<file path="src/rtl/fsic_axil_cfg_master.sv">
// AXI-Lite configuration initiator: turns single-beat register commands into
// AXI-Lite writes (AW+W, no B channel) and reads, with a per-phase timeout.
module fsic_axil_cfg_master #(
    parameter int pADDR_WIDTH = 10,
    parameter int pDATA_WIDTH = 32,
    parameter int pTIMEOUT    = 16
) (
    input  logic                       axi_clk,
    input  logic                       axi_reset_n,
    // Command / response handshakes: a transfer happens on the rising edge
    // where valid and ready are both high; valid never waits on ready.
    input  logic                       cmd_valid,
    output logic                       cmd_ready,
    input  logic                       cmd_write,
    input  logic [pADDR_WIDTH+1:2]     cmd_addr,
    input  logic [pDATA_WIDTH-1:0]     cmd_wdata,
    input  logic [pDATA_WIDTH/8-1:0]   cmd_wstrb,
    output logic                       rsp_valid,
    input  logic                       rsp_ready,
    output logic [pDATA_WIDTH-1:0]     rsp_rdata,
    output logic                       rsp_err,
    output logic                       axi_awvalid,
    output logic [pADDR_WIDTH+1:2]     axi_awaddr,
    input  logic                       axi_awready,
    output logic                       axi_wvalid,
    output logic [pDATA_WIDTH-1:0]     axi_wdata,
    output logic [pDATA_WIDTH/8-1:0]   axi_wstrb,
    input  logic                       axi_wready,
    output logic                       axi_arvalid,
    output logic [pADDR_WIDTH+1:2]     axi_araddr,
    input  logic                       axi_arready,
    input  logic                       axi_rvalid,
    input  logic [pDATA_WIDTH-1:0]     axi_rdata,
    output logic                       axi_rready,
    output logic                       busy,
    output logic [2:0]                 dbg_state
);

    typedef enum logic [2:0] {
        S_IDLE = 3'd0,
        S_WR   = 3'd1,
        S_RA   = 3'd2,
        S_RD   = 3'd3,
        S_RESP = 3'd4
    } state_t;

    localparam int              CW    = $clog2(pTIMEOUT + 1);
    localparam logic [CW-1:0]   TLAST = CW'(pTIMEOUT - 1);
    localparam logic [CW-1:0]   TMAX  = CW'(pTIMEOUT);

    state_t                     r_state;
    state_t                     w_next_state;
    logic                       r_alive;
    logic [CW-1:0]              r_tcnt;
    logic [pADDR_WIDTH+1:2]     r_addr;
    logic [pDATA_WIDTH-1:0]     r_wdata;
    logic [pDATA_WIDTH/8-1:0]   r_wstrb;
    logic                       r_awvalid;
    logic                       r_wvalid;
    logic                       r_aw_done;
    logic                       r_w_done;
    logic                       r_arvalid;
    logic                       r_rready;
    logic                       r_rsp_valid;
    logic                       r_rsp_err;
    logic [pDATA_WIDTH-1:0]     r_rsp_rdata;

    logic                       w_cmd_ready;
    logic                       w_cmd_fire;
    logic                       w_aw_hs;
    logic                       w_w_hs;
    logic                       w_wr_done;
    logic                       w_timeout;
    logic [CW-1:0]              w_tcnt_inc;

    // r_alive keeps cmd_ready low until the first edge after reset release.
    assign w_cmd_ready = (r_state == S_IDLE) && r_alive;
    assign w_cmd_fire  = cmd_valid && w_cmd_ready;
    assign w_aw_hs     = r_awvalid && axi_awready;
    assign w_w_hs      = r_wvalid && axi_wready;
    assign w_wr_done   = (r_aw_done || w_aw_hs) && (r_w_done || w_w_hs);
    assign w_timeout   = (r_tcnt == TLAST);
    assign w_tcnt_inc  = (r_tcnt == TMAX) ? r_tcnt : r_tcnt + CW'(1);

    always_ff @(posedge axi_clk or negedge axi_reset_n) begin
        if (!axi_reset_n) begin
            r_state <= S_IDLE;
            r_alive <= 1'b0;
        end else begin
            r_state <= w_next_state;
            r_alive <= 1'b1;
        end
    end

    always_comb begin
        w_next_state = r_state;
        case (r_state)
            S_IDLE: if (w_cmd_fire) w_next_state = cmd_write ? S_WR : S_RA;
            S_WR:   if (w_wr_done || w_timeout) w_next_state = S_RESP;
            S_RA: begin
                if (axi_arready)    w_next_state = S_RD;
                else if (w_timeout) w_next_state = S_RESP;
            end
            S_RD:   if (axi_rvalid || w_timeout) w_next_state = S_RESP;
            S_RESP: if (rsp_ready) w_next_state = S_IDLE;
            default: w_next_state = S_IDLE;
        endcase
    end

    always_ff @(posedge axi_clk or negedge axi_reset_n) begin
        if (!axi_reset_n) begin
            r_tcnt      <= '0;
            r_addr      <= '0;
            r_wdata     <= '0;
            r_wstrb     <= '0;
            r_awvalid   <= 1'b0;
            r_wvalid    <= 1'b0;
            r_aw_done   <= 1'b0;
            r_w_done    <= 1'b0;
            r_arvalid   <= 1'b0;
            r_rready    <= 1'b0;
            r_rsp_valid <= 1'b0;
            r_rsp_err   <= 1'b0;
            r_rsp_rdata <= '0;
        end else begin
            case (r_state)
                S_IDLE: begin
                    if (w_cmd_fire) begin
                        r_addr    <= cmd_addr;
                        r_wdata   <= cmd_wdata;
                        r_wstrb   <= cmd_wstrb;
                        r_tcnt    <= '0;
                        r_aw_done <= 1'b0;
                        r_w_done  <= 1'b0;
                        r_awvalid <= cmd_write;
                        r_wvalid  <= cmd_write;
                        r_arvalid <= !cmd_write;
                    end
                end
                S_WR: begin
                    r_tcnt <= w_tcnt_inc;
                    if (w_aw_hs) begin
                        r_awvalid <= 1'b0;
                        r_aw_done <= 1'b1;
                    end
                    if (w_w_hs) begin
                        r_wvalid <= 1'b0;
                        r_w_done <= 1'b1;
                    end
                    // A handshake landing on the last counted cycle still completes.
                    if (w_wr_done || w_timeout) begin
                        r_awvalid   <= 1'b0;
                        r_wvalid    <= 1'b0;
                        r_rsp_valid <= 1'b1;
                        r_rsp_err   <= !w_wr_done;
                        r_rsp_rdata <= '0;
                    end
                end
                S_RA: begin
                    if (axi_arready) begin
                        r_arvalid <= 1'b0;
                        r_rready  <= 1'b1;
                        r_tcnt    <= '0;
                    end else if (w_timeout) begin
                        r_arvalid   <= 1'b0;
                        r_rsp_valid <= 1'b1;
                        r_rsp_err   <= 1'b1;
                        r_rsp_rdata <= '0;
                    end else begin
                        r_tcnt <= w_tcnt_inc;
                    end
                end
                S_RD: begin
                    r_tcnt <= w_tcnt_inc;
                    if (axi_rvalid) begin
                        r_rready    <= 1'b0;
                        r_rsp_valid <= 1'b1;
                        r_rsp_err   <= 1'b0;
                        r_rsp_rdata <= axi_rdata;
                    end else if (w_timeout) begin
                        r_rready    <= 1'b0;
                        r_rsp_valid <= 1'b1;
                        r_rsp_err   <= 1'b1;
                        r_rsp_rdata <= '0;
                    end
                end
                S_RESP: begin
                    if (rsp_ready) r_rsp_valid <= 1'b0;
                end
                default: begin
                    r_awvalid   <= 1'b0;
                    r_wvalid    <= 1'b0;
                    r_arvalid   <= 1'b0;
                    r_rready    <= 1'b0;
                    r_rsp_valid <= 1'b0;
                end
            endcase
        end
    end

    assign cmd_ready   = w_cmd_ready;
    assign busy        = (r_state != S_IDLE);
    assign dbg_state   = r_state;
    assign rsp_valid   = r_rsp_valid;
    assign rsp_err     = r_rsp_err;
    assign rsp_rdata   = r_rsp_rdata;
    assign axi_awvalid = r_awvalid;
    assign axi_awaddr  = r_addr;
    assign axi_wvalid  = r_wvalid;
    assign axi_wdata   = r_wdata;
    assign axi_wstrb   = r_wstrb;
    assign axi_arvalid = r_arvalid;
    assign axi_araddr  = r_addr;
    assign axi_rready  = r_rready;

endmodule

</file>
<file path="config.mk">
export PLATFORM = sky130hd
export DESIGN_NAME = fsic_axil_cfg_master
export DESIGN_NICKNAME = d
export VERILOG_FILES = /design/src/rtl/fsic_axil_cfg_master.sv
export SDC_FILE = /design/constraint.sdc
export NUM_CORES = 1
export LEC_CHECK = 0
export CORE_ASPECT_RATIO = 0.7
export CORE_MARGIN = 5
export CORE_UTILIZATION = 45
export CTS_CLUSTER_DIAMETER = 60
export DETAILED_ROUTE_END_ITERATION = 16
export MAX_ROUTING_LAYER = met4
export PLACE_DENSITY_LB_ADDON = 0.3
export SETUP_SLACK_MARGIN = 0.05
export SLEW_MARGIN = 5
export SYNTH_ARGS = -nofsm -noshare
export SYNTH_HDL_FRONTEND = slang
export SYNTH_SLANG_ARGS = --single-unit
</file>
<file path="constraint.sdc">
create_clock -name axi_clk -period 3.85 [get_ports axi_clk]
set_input_delay 1.155 -clock axi_clk [delete_from_list [all_inputs] [get_ports axi_clk]]
set_output_delay 1.155 -clock axi_clk [all_outputs]
set_load 0.02 [all_outputs]
</file>
### Word level (Yosys, flattened, before mapping)

Cells that the tools add are included.

* register bits after elaboration: 95
* input bits: 87
* output and inout bits: 99
* logic and storage cells: 118

* add/subtract/negate cells: 1
* equal/unequal tests: 19
* muxes and demuxes: 48
* bitwise operators: 4
* reductions and logical operators: 31

Operator list (number)
* $mux 32: 4
* $pmux 32 s3: 1
* $reduce_and 3->1: 8
* $mux 1: 22
* $mux 5: 4
* $mux 3: 6
* $ne 2x2->1 const B: 8
* $ne 3x3->1 const B: 5
* $pmux 1 s3: 5
* $pmux 3 s5: 1
* $pmux 5 s3: 1
* $reduce_bool 3->1: 3
* $reduce_or 3->1: 3
* $eq 3x2->1 const B: 2
* $add 5x1->5 const B: 1
* $eq 5x4->1 const B: 1
* $eq 5x5->1 const B: 1
* $logic_and 1x1->1: 5
* $pmux 1 s5: 1
* $reduce_and 5->1: 1
* $logic_or 1x1->1: 4
* $not 1->1: 4
* $pmux 1 s2: 2
* $reduce_and 4->1: 1
* other kinds (8): 9

### Depth between registers and ports, before layout

* depth after elaboration: 6
* mapped depth: 8
* gate-level depth less buffers: 7

### Worst setup path after synthesis

No wires, ideal clock.

* path kind: register to output
* from: reg r_state[1], in the netlist dbg_state[1]
* to: out cmd_ready
* data arrival time: 1.101 ns
* required time: 2.695 ns
* slack: 1.594 ns
* cell stages (with the launch flop): 4
* buffers on the path: 1
* cells stage by stage: dfrtp_1 -> buf_4 -> nor3_4 -> and2_1

* cells in the longest elaborated chain, start to end: 2

Ends and longest elaborated chain
* start: declaration: RTL line 51 `state_t r_state;`
* start signal: assignment: RTL line 90 `r_state <= w_next_state;`
* $logic_not 3->1: RTL line 77 `assign w_cmd_ready = (r_state == S_IDLE) && r_alive;`
* $logic_and 1x1->1: RTL line 77
* end: declaration: RTL line 13 `output logic cmd_ready,`

No other way between the ends.

### Final worst setup path

Ends and elaborated chain as after synthesis.

==> results.sh <==
export IMPL_run_status="complete, no violations"
export IMPL_critPathMaxFanout=19
export IMPL_drive_gt1_share_pct=15.8
export IMPL_total_leakage_power_nw=2.69
export IMPL_area_delta_synth_final_pct=52.5
export IMPL_crit_path_top_delay_cell="sky130_fd_sc_hd__dfrtp_1"
export IMPL_seq_power_share_pct=32.7
export IMPL_timing_setup_critical_path_class="flop to output pin"
export IMPL_regToRegEndpoint="rsp_rdata[29]"
export IMPL_worstHoldPathCells=1
export IMPL_synth_warning_count=0
export IMPL_wl_per_cell_um=18.6
export IMPL_synth_compound_area_share_pct=13.4
export IMPL_clk_pin_slew_ps=60
export IMPL_final_min_period_over_clock_period_pct=83.4
export IMPL_die_area_sq_um=11100
export IMPL_postSynth_topFlopCell="sky130_fd_sc_hd__dfrtp_1"
export IMPL_power_per_cell_area_nw_per_um2=874
export IMPL_postPlaceCellArea_sq_um=5910
export IMPL_nets=553
export IMPL_pwr_share_clk_pct=16.5
export IMPL_cp_end_kind="output pin"
export IMPL_slew_worst_pin_ps=939
export IMPL_route_detailed_drc=0
export IMPL_layout_common_cells="sky130_fd_sc_hd__clkdlybuf4s50_1, sky130_fd_sc_hd__dfrtp_1, sky130_fd_sc_hd__a22o_1"
export IMPL_xor_and_xnor_area_share_after_synthesis_pct=0
export IMPL_number_of_filler_cells_placed_in_the_layout=668
export IMPL_cts_sinks=95
export IMPL_syn_mean_instance_area_sq_um=14.0
export IMPL_setup_viol_count_final=0
export IMPL_critPathRequiredTime_ps=2690
export IMPL_htree_levels=3
export IMPL_max_slew_margin_rel_pct=37.1
export IMPL_worst_setup_path_start_kind="flop"
export IMPL_synth_ff_latch_count=95
export IMPL_cts_root_to_sink_buffers=2
export IMPL_worst_endpoint_arrival_ps=2050
export IMPL_r2r_start="r_tcnt[0]"
export IMPL_initial_core_util_pct=45.6
export IMPL_postLayoutCellArea_sq_um=6200
export IMPL_insertedDiodeCount=0
export IMPL_post_cts_setup_buffer_count=0
export IMPL_overflow=0
export IMPL_tritoncts="yes"
export IMPL_first_global_vias=3112
export IMPL_fp_dieH_um=89.5
export IMPL_first_pass_iters=4
export IMPL_cts_resized_gates=0
export IMPL_gpl_final_weighted_congestion=0.865
export IMPL_cts_buffers_inserted=9
export IMPL_reg2reg_depth=7
export IMPL_grt_total_usage_pct=20.2
export IMPL_p_comb_share_pct=50.9
export IMPL_cts_hold_buffers=0
export IMPL_fp_coreArea_sq_um=8930
export IMPL_synthArstFlopShare_pct=100
export IMPL_switching_power_mw=2.01
export IMPL_regToRegSetupSlack_ps=1380
export IMPL_fin_setup_tns_ps=0
export IMPL_largest_family_of_logic_cells_by_synthesized_area="multiplexers"
export IMPL_synth_lib_cells_used_distinct=43
export IMPL_num_io_pins=186
export IMPL_timing_max_transition_violations_final=0
export IMPL_grt_antenna_before_repair=0
export IMPL_drtAntennaViolNets=0
export IMPL_ir_drop_uv=495
export IMPL_timing_critical_path_cells="nor3_4 -> and2_1 -> clkdlybuf4s50_1"
export IMPL_most_frequent_standard_cell_in_the_layout_excluding_fill_and_tap_cells="sky130_fd_sc_hd__clkdlybuf4s50_1"
export IMPL_vias_per_cell=5.09
export IMPL_post_synth_instance_area_sq_um=4070
export IMPL_slowest_delay_ps=610
export IMPL_synth_mux_area_share_pct=15.9
export IMPL_synth_net_count=380
export IMPL_power_share_switching_pct=37.0
export IMPL_fin_worst_skew_ps=5.75
export IMPL_path_buf_inv=1
export IMPL_internal_power_consumption_mw=3.42
export IMPL_min_period_ps=3210
export IMPL_wl_mm=11.0
export IMPL_hold_violations=0
export IMPL_synth_seq_area_share_pct=58.4
export IMPL_floorplan_die_width_um=124
export IMPL_portBuffers=185
export IMPL_ctsRootBufferMaster="sky130_fd_sc_hd__clkbuf_16"
export IMPL_timing_hold_worst_class="flop to flop"
export IMPL_launch_point_of_the_worst_hold_path="axi_wdata[31]"
export IMPL_std_cell_rows=29
export IMPL_rsz_0062_raised_after_global_routing="no"
export IMPL_grt_start_max_net_pins=54
export IMPL_max_cap_violations=0
export IMPL_drt_iter0_drc=164
export IMPL_number_of_enable_type_register_cells_in_the_synthesized_netlist=0
export IMPL_detailed_place_hpwl_mm=8.20
export IMPL_synth_fa_ha_area_share_pct=0.923
export IMPL_yosys_area_share_simple_pct=5.44
export IMPL_achievable_frequency_ghz=0.312
export IMPL_clock_insertion_delay_worst_skew_ps=340
export IMPL_critical_path_top_delay_family="flip-flops"
export IMPL_wire_length_of_the_first_global_routing_pass_mm=16.5
export IMPL_hold_path_endpoint="axi_wdata[31]"
export IMPL_postSynthCellCount=290
export IMPL_count_of_vias_placed_by_the_detailed_router=3011
## routing by layer
metal,global-route usage [%],vias to the layer above,wire length (um)
li1,-,1385,-
met2,30.5,148,4920
met4,4.22,0,64
met5,-,-,0
met1,25.8,1472,4780
met3,8.48,6,1220
## through the flow
stage | utilization [%] | worst slack [ps] | instances | total power, mW | hold slack, ps
after floorplan | - | 1590 | 290 | 3.35 | 467
after global placement | 66.2 | 924 | 576 | 4.49 | 483
after detailed placement | 66.2 | 778 | 576 | 4.56 | 492
after CTS | 69.5 | 641 | 592 | 5.48 | 507
after global routing | 69.5 | 559 | 592 | 5.72 | 518
final | 69.5 | 640 | 592 | 5.42 | 505
## cells by family after synthesis
group | Yosys count
compound gates | 66
fa+ha+maj | 3
buf+inv | 35
flops | 95
mux | 52
other cells | 1
simple gates | 38
## cell type report
type | instances | area [sq um] | share of cell area, %
clock buffer | 11 | 243 | 3.91
clock inverter | 5 | 56.3 | 0.907
inverter | 9 | 33.8 | 0.544
multi-input combinational | 160 | 1460 | 23.5
sequential | 95 | 2380 | 38.3
tap | 124 | 155 | 2.50
timing repair buffer | 188 | 1880 | 30.4
## power by group through the flow
stage,Clock (mW),Sequential (mW),Combinational (mW)
global placement,0,1.76,2.73
detailed placement,0,1.78,2.78
floorplan,0,2.22,1.12
CTS,0.914,1.77,2.79
finish,0.892,1.77,2.76
global route,0.958,1.84,2.92
## cell usage after synthesis, drive strengths merged (3+ instances only)
library cell  instances  share of area (%)
nor3                  4               0.77
buf                  26                5.0
nand3                 7               0.98
mux2i                 5                1.2
ha                    3               0.92
mux2                 47                 15
o21ai                 9                1.1
a22o                 32                6.9
nand2b                3               0.46
dfrtp                95                 58
a21oi                 7               0.86
inv                   9               0.83
a32o                  5                1.2
nand2                 8               0.74
nor2                  5               0.46
## sequential cells by signal, indices dropped and copies added, names as in the netlist
signal and cells:
axi_araddr 10, axi_arvalid 1, axi_awvalid 1, axi_rready 1, axi_wdata 32, axi_wstrb 4
axi_wvalid 1, dbg_state 3, r_alive 1, r_aw_done 1, r_tcnt 5, r_w_done 1
rsp_err 1, rsp_rdata 32, rsp_valid 1
## worst register-to-register path, delay by kind of cell, from the launching register on
kind | cells | cell delay, ps
flops | 1 | 430
fa+ha+maj | 2 | 540
compound gates | 3 | 930
simple gates | 2 | 510
## worst max path at each step
stage / startpoint / end / slack (ps) / depth (start not counted)
after floorplan: dbg_state[1] / cmd_ready / 1590 / 3
after global placement: axi_arready / rsp_rdata[0] / 920 / 5
after detailed placement: axi_wready / rsp_rdata[28] / 780 / 5
after CTS: dbg_state[1] / cmd_ready / 640 / 3
after global routing: dbg_state[1] / cmd_ready / 560 / 3
final: dbg_state[1] / cmd_ready / 640 / 3
(Power assumes the default switching activity.)
==> variant: new RTL, config.mk and constraints unchanged <==
Set the parameter `pDATA_WIDTH` to 64 (it was 32).
--- a/src/rtl/fsic_axil_cfg_master.sv
+++ b/src/rtl/fsic_axil_cfg_master.sv
@@ -2,7 +2,7 @@
 // AXI-Lite writes (AW+W, no B channel) and reads, with a per-phase timeout.
 module fsic_axil_cfg_master #(
     parameter int pADDR_WIDTH = 10,
-    parameter int pDATA_WIDTH = 32,
+    parameter int pDATA_WIDTH = 64,
     parameter int pTIMEOUT    = 16
 ) (
     input  logic                       axi_clk,
Interface: changed (6 resized); port bits go from 186 to 322. No check against the original RTL was run, so the function may have changed too.
==> variant against the unedited design <==
Final area grew 68%. Via count grew 86%. Combinational power grew 54%. Setup slack lost 0.0024 ns. Sequential cell count grew 68. Wire length grew 79%. First-iteration DRC count grew 71%. Total power grew 62%. Largest power group unchanged. Synthesized area grew 63%. Maximum frequency is essentially flat. Hold slack lost 0.030 ns. Global-route usage grew 2.8 points. Core utilization grew 2.3 points.
==> variant: results (changes against the unedited design) <==
----------------------------------------------------
[Outcome]
  Run status ... complete, no violations (unchanged)

[Yosys]
  Top post-synthesis cells by area ... dfrtp_1 (62%), nand2_1 (14%), a22o_1 (8.5%), buf_6 (1.5%), buf_4 (1.4%) (was dfrtp_1 (58%), mux2_2 (8.0%), a22o_1 (6.9%), mux2_4 (6.6%), buf_4 (2.0%))
  Mean Syn Cell Area ... 10.72 um2 (was 14.03 um2)
  Synthesized flop and latch total ... 163 (was 95)
  Compound-Gate Fraction of Synth Area ... 13.57% (was 13.41%)
  Synth cell count leaders ... nand2_1 (254), dfrtp_1 (163), a22o_1 (64) (was dfrtp_1 (95), a22o_1 (32), mux2_2 (29))
  Number of library cell types mapped by synthesis ... 50 (was 43)
  Adder and majority gate portion of the synthesized area ... 0.5676% (was 0.9228%)

[Layout]
  Number of fill cells ... 1073 (was 668)
  Fin nets ... 1082 (was 553)
  Clock buffer cells ... 19 (was 11)
  Layout buffering overhead excluding clock cells ... 32.09% (was 30.37%)
  Non-clock buffer count in the final layout ... 334 (was 188)
  FF/Latch Area ... 4079 um2 (was 2377 um2)
  Area growth from synthesis to final layout ... 57.84% (was 52.54%)
  Clk cell area share ... 5.502% (was 4.820%)
  Count of multi-input combinational gates ... 396 (was 160)
  Share of final-layout standard cells stronger than drive strength 1 ... 6.517% (was 15.81%)

[GRT]
  Met1 Track Usage GR ... 28.22% (was 25.81%)
  Vias in the first global route ... 5587 (was 3112)
  Met3 Use GR ... 7.032% (was 8.476%)
  Pin count of the biggest net entering global routing ... 63 (was 54)
  Gr usage total ... 23.01% (was 20.25%)
  Wire length of the first global-routing pass ... 30.68 mm (was 16.50 mm)
  Global routing met2 resource utilization ... 37.45% (was 30.51%)

[Routing]
  Met3 wirelength from detailed routing ... 1.554 mm (was 1.219 mm)
  Met1 wire length ... 8.046 mm (was 4.782 mm)
  Post-detailed-route wirelength per cell ... 17.42 um (was 18.55 um)
  Metal2 WL ... 9.727 mm (was 4.917 mm)
  Number of DRC markers after the initial detailed-route iteration ... 281 (was 164)
  Total Wirelength ... 19.70 mm (was 10.98 mm)

[Timing]
  Clock skew after layout ... 0.01107 ns (was 0.005750 ns)
  Rel. slew slack ... 60.67% (was 37.09%)

[Setup path]
  Top fanout value on the critical path ... 21 (was 19)
  Delay of the slowest critical-path stage ... 0.59 ns (was 0.61 ns)
  Standard cell with the maximum stage delay on the critical path ... clkdlybuf4s50_1 (was dfrtp_1)

[Clock tree]
  Clk Latency, worst-skew pair ... 0.41 ns (was 0.34 ns)

[Pwr]
  Seq pwr ... 2.88 mW (was 1.77 mW)
  Clock group share of total power ... 18.8% (was 16.5%)
  Static Leak ... 4.860 nW (was 2.690 nW)
  Worst voltage drop across the vdd grid ... 0.4216 mV (was 0.4952 mV)
  Total Power Consumption ... 8.770 mW (was 5.423 mW)

[Placed design]
  Placer congestion estimate ... 0.8543 (was 0.8650)
  Placed Instance Area ... 9863 um2 (was 5906 um2)
  Setup WS pre-CTS ... 0.5523 ns (was 0.7782 ns)

----------------------------------------------------
==> variant: cell count changes after synthesis, sizes merged, moves of 3 or more <==
cell	change
nand2	+246
o32ai	+3
a22o	+32
clkbuf	+13
mux2	-46
nor2	+3
dfrtp	+68
a21oi	+6
inv	+3
buf	+7
==> variant: path summary, 6_finish.rpt <==
path	start	end	slack, ns	cells after the start
min in group asynchronous	axi_reset_n	axi_wdata[16]$_DFFE_PN0P_	0.69	1
setup / recovery	dbg_state[0]$_DFFE_PN0P_	busy	0.64	4
max in group asynchronous	axi_reset_n	rsp_rdata[61]$_DFFE_PN0P_	2.41	2
hold reg to reg	axi_wdata[23]$_DFFE_PN0P_	axi_wdata[23]$_DFFE_PN0P_	0.48	2
setup reg to reg	r_tcnt[0]$_DFFE_PN0P_	rsp_rdata[12]$_DFFE_PN0P_	1.33	8
hold / removal	axi_wdata[23]$_DFFE_PN0P_	axi_wdata[23]$_DFFE_PN0P_	0.48	2
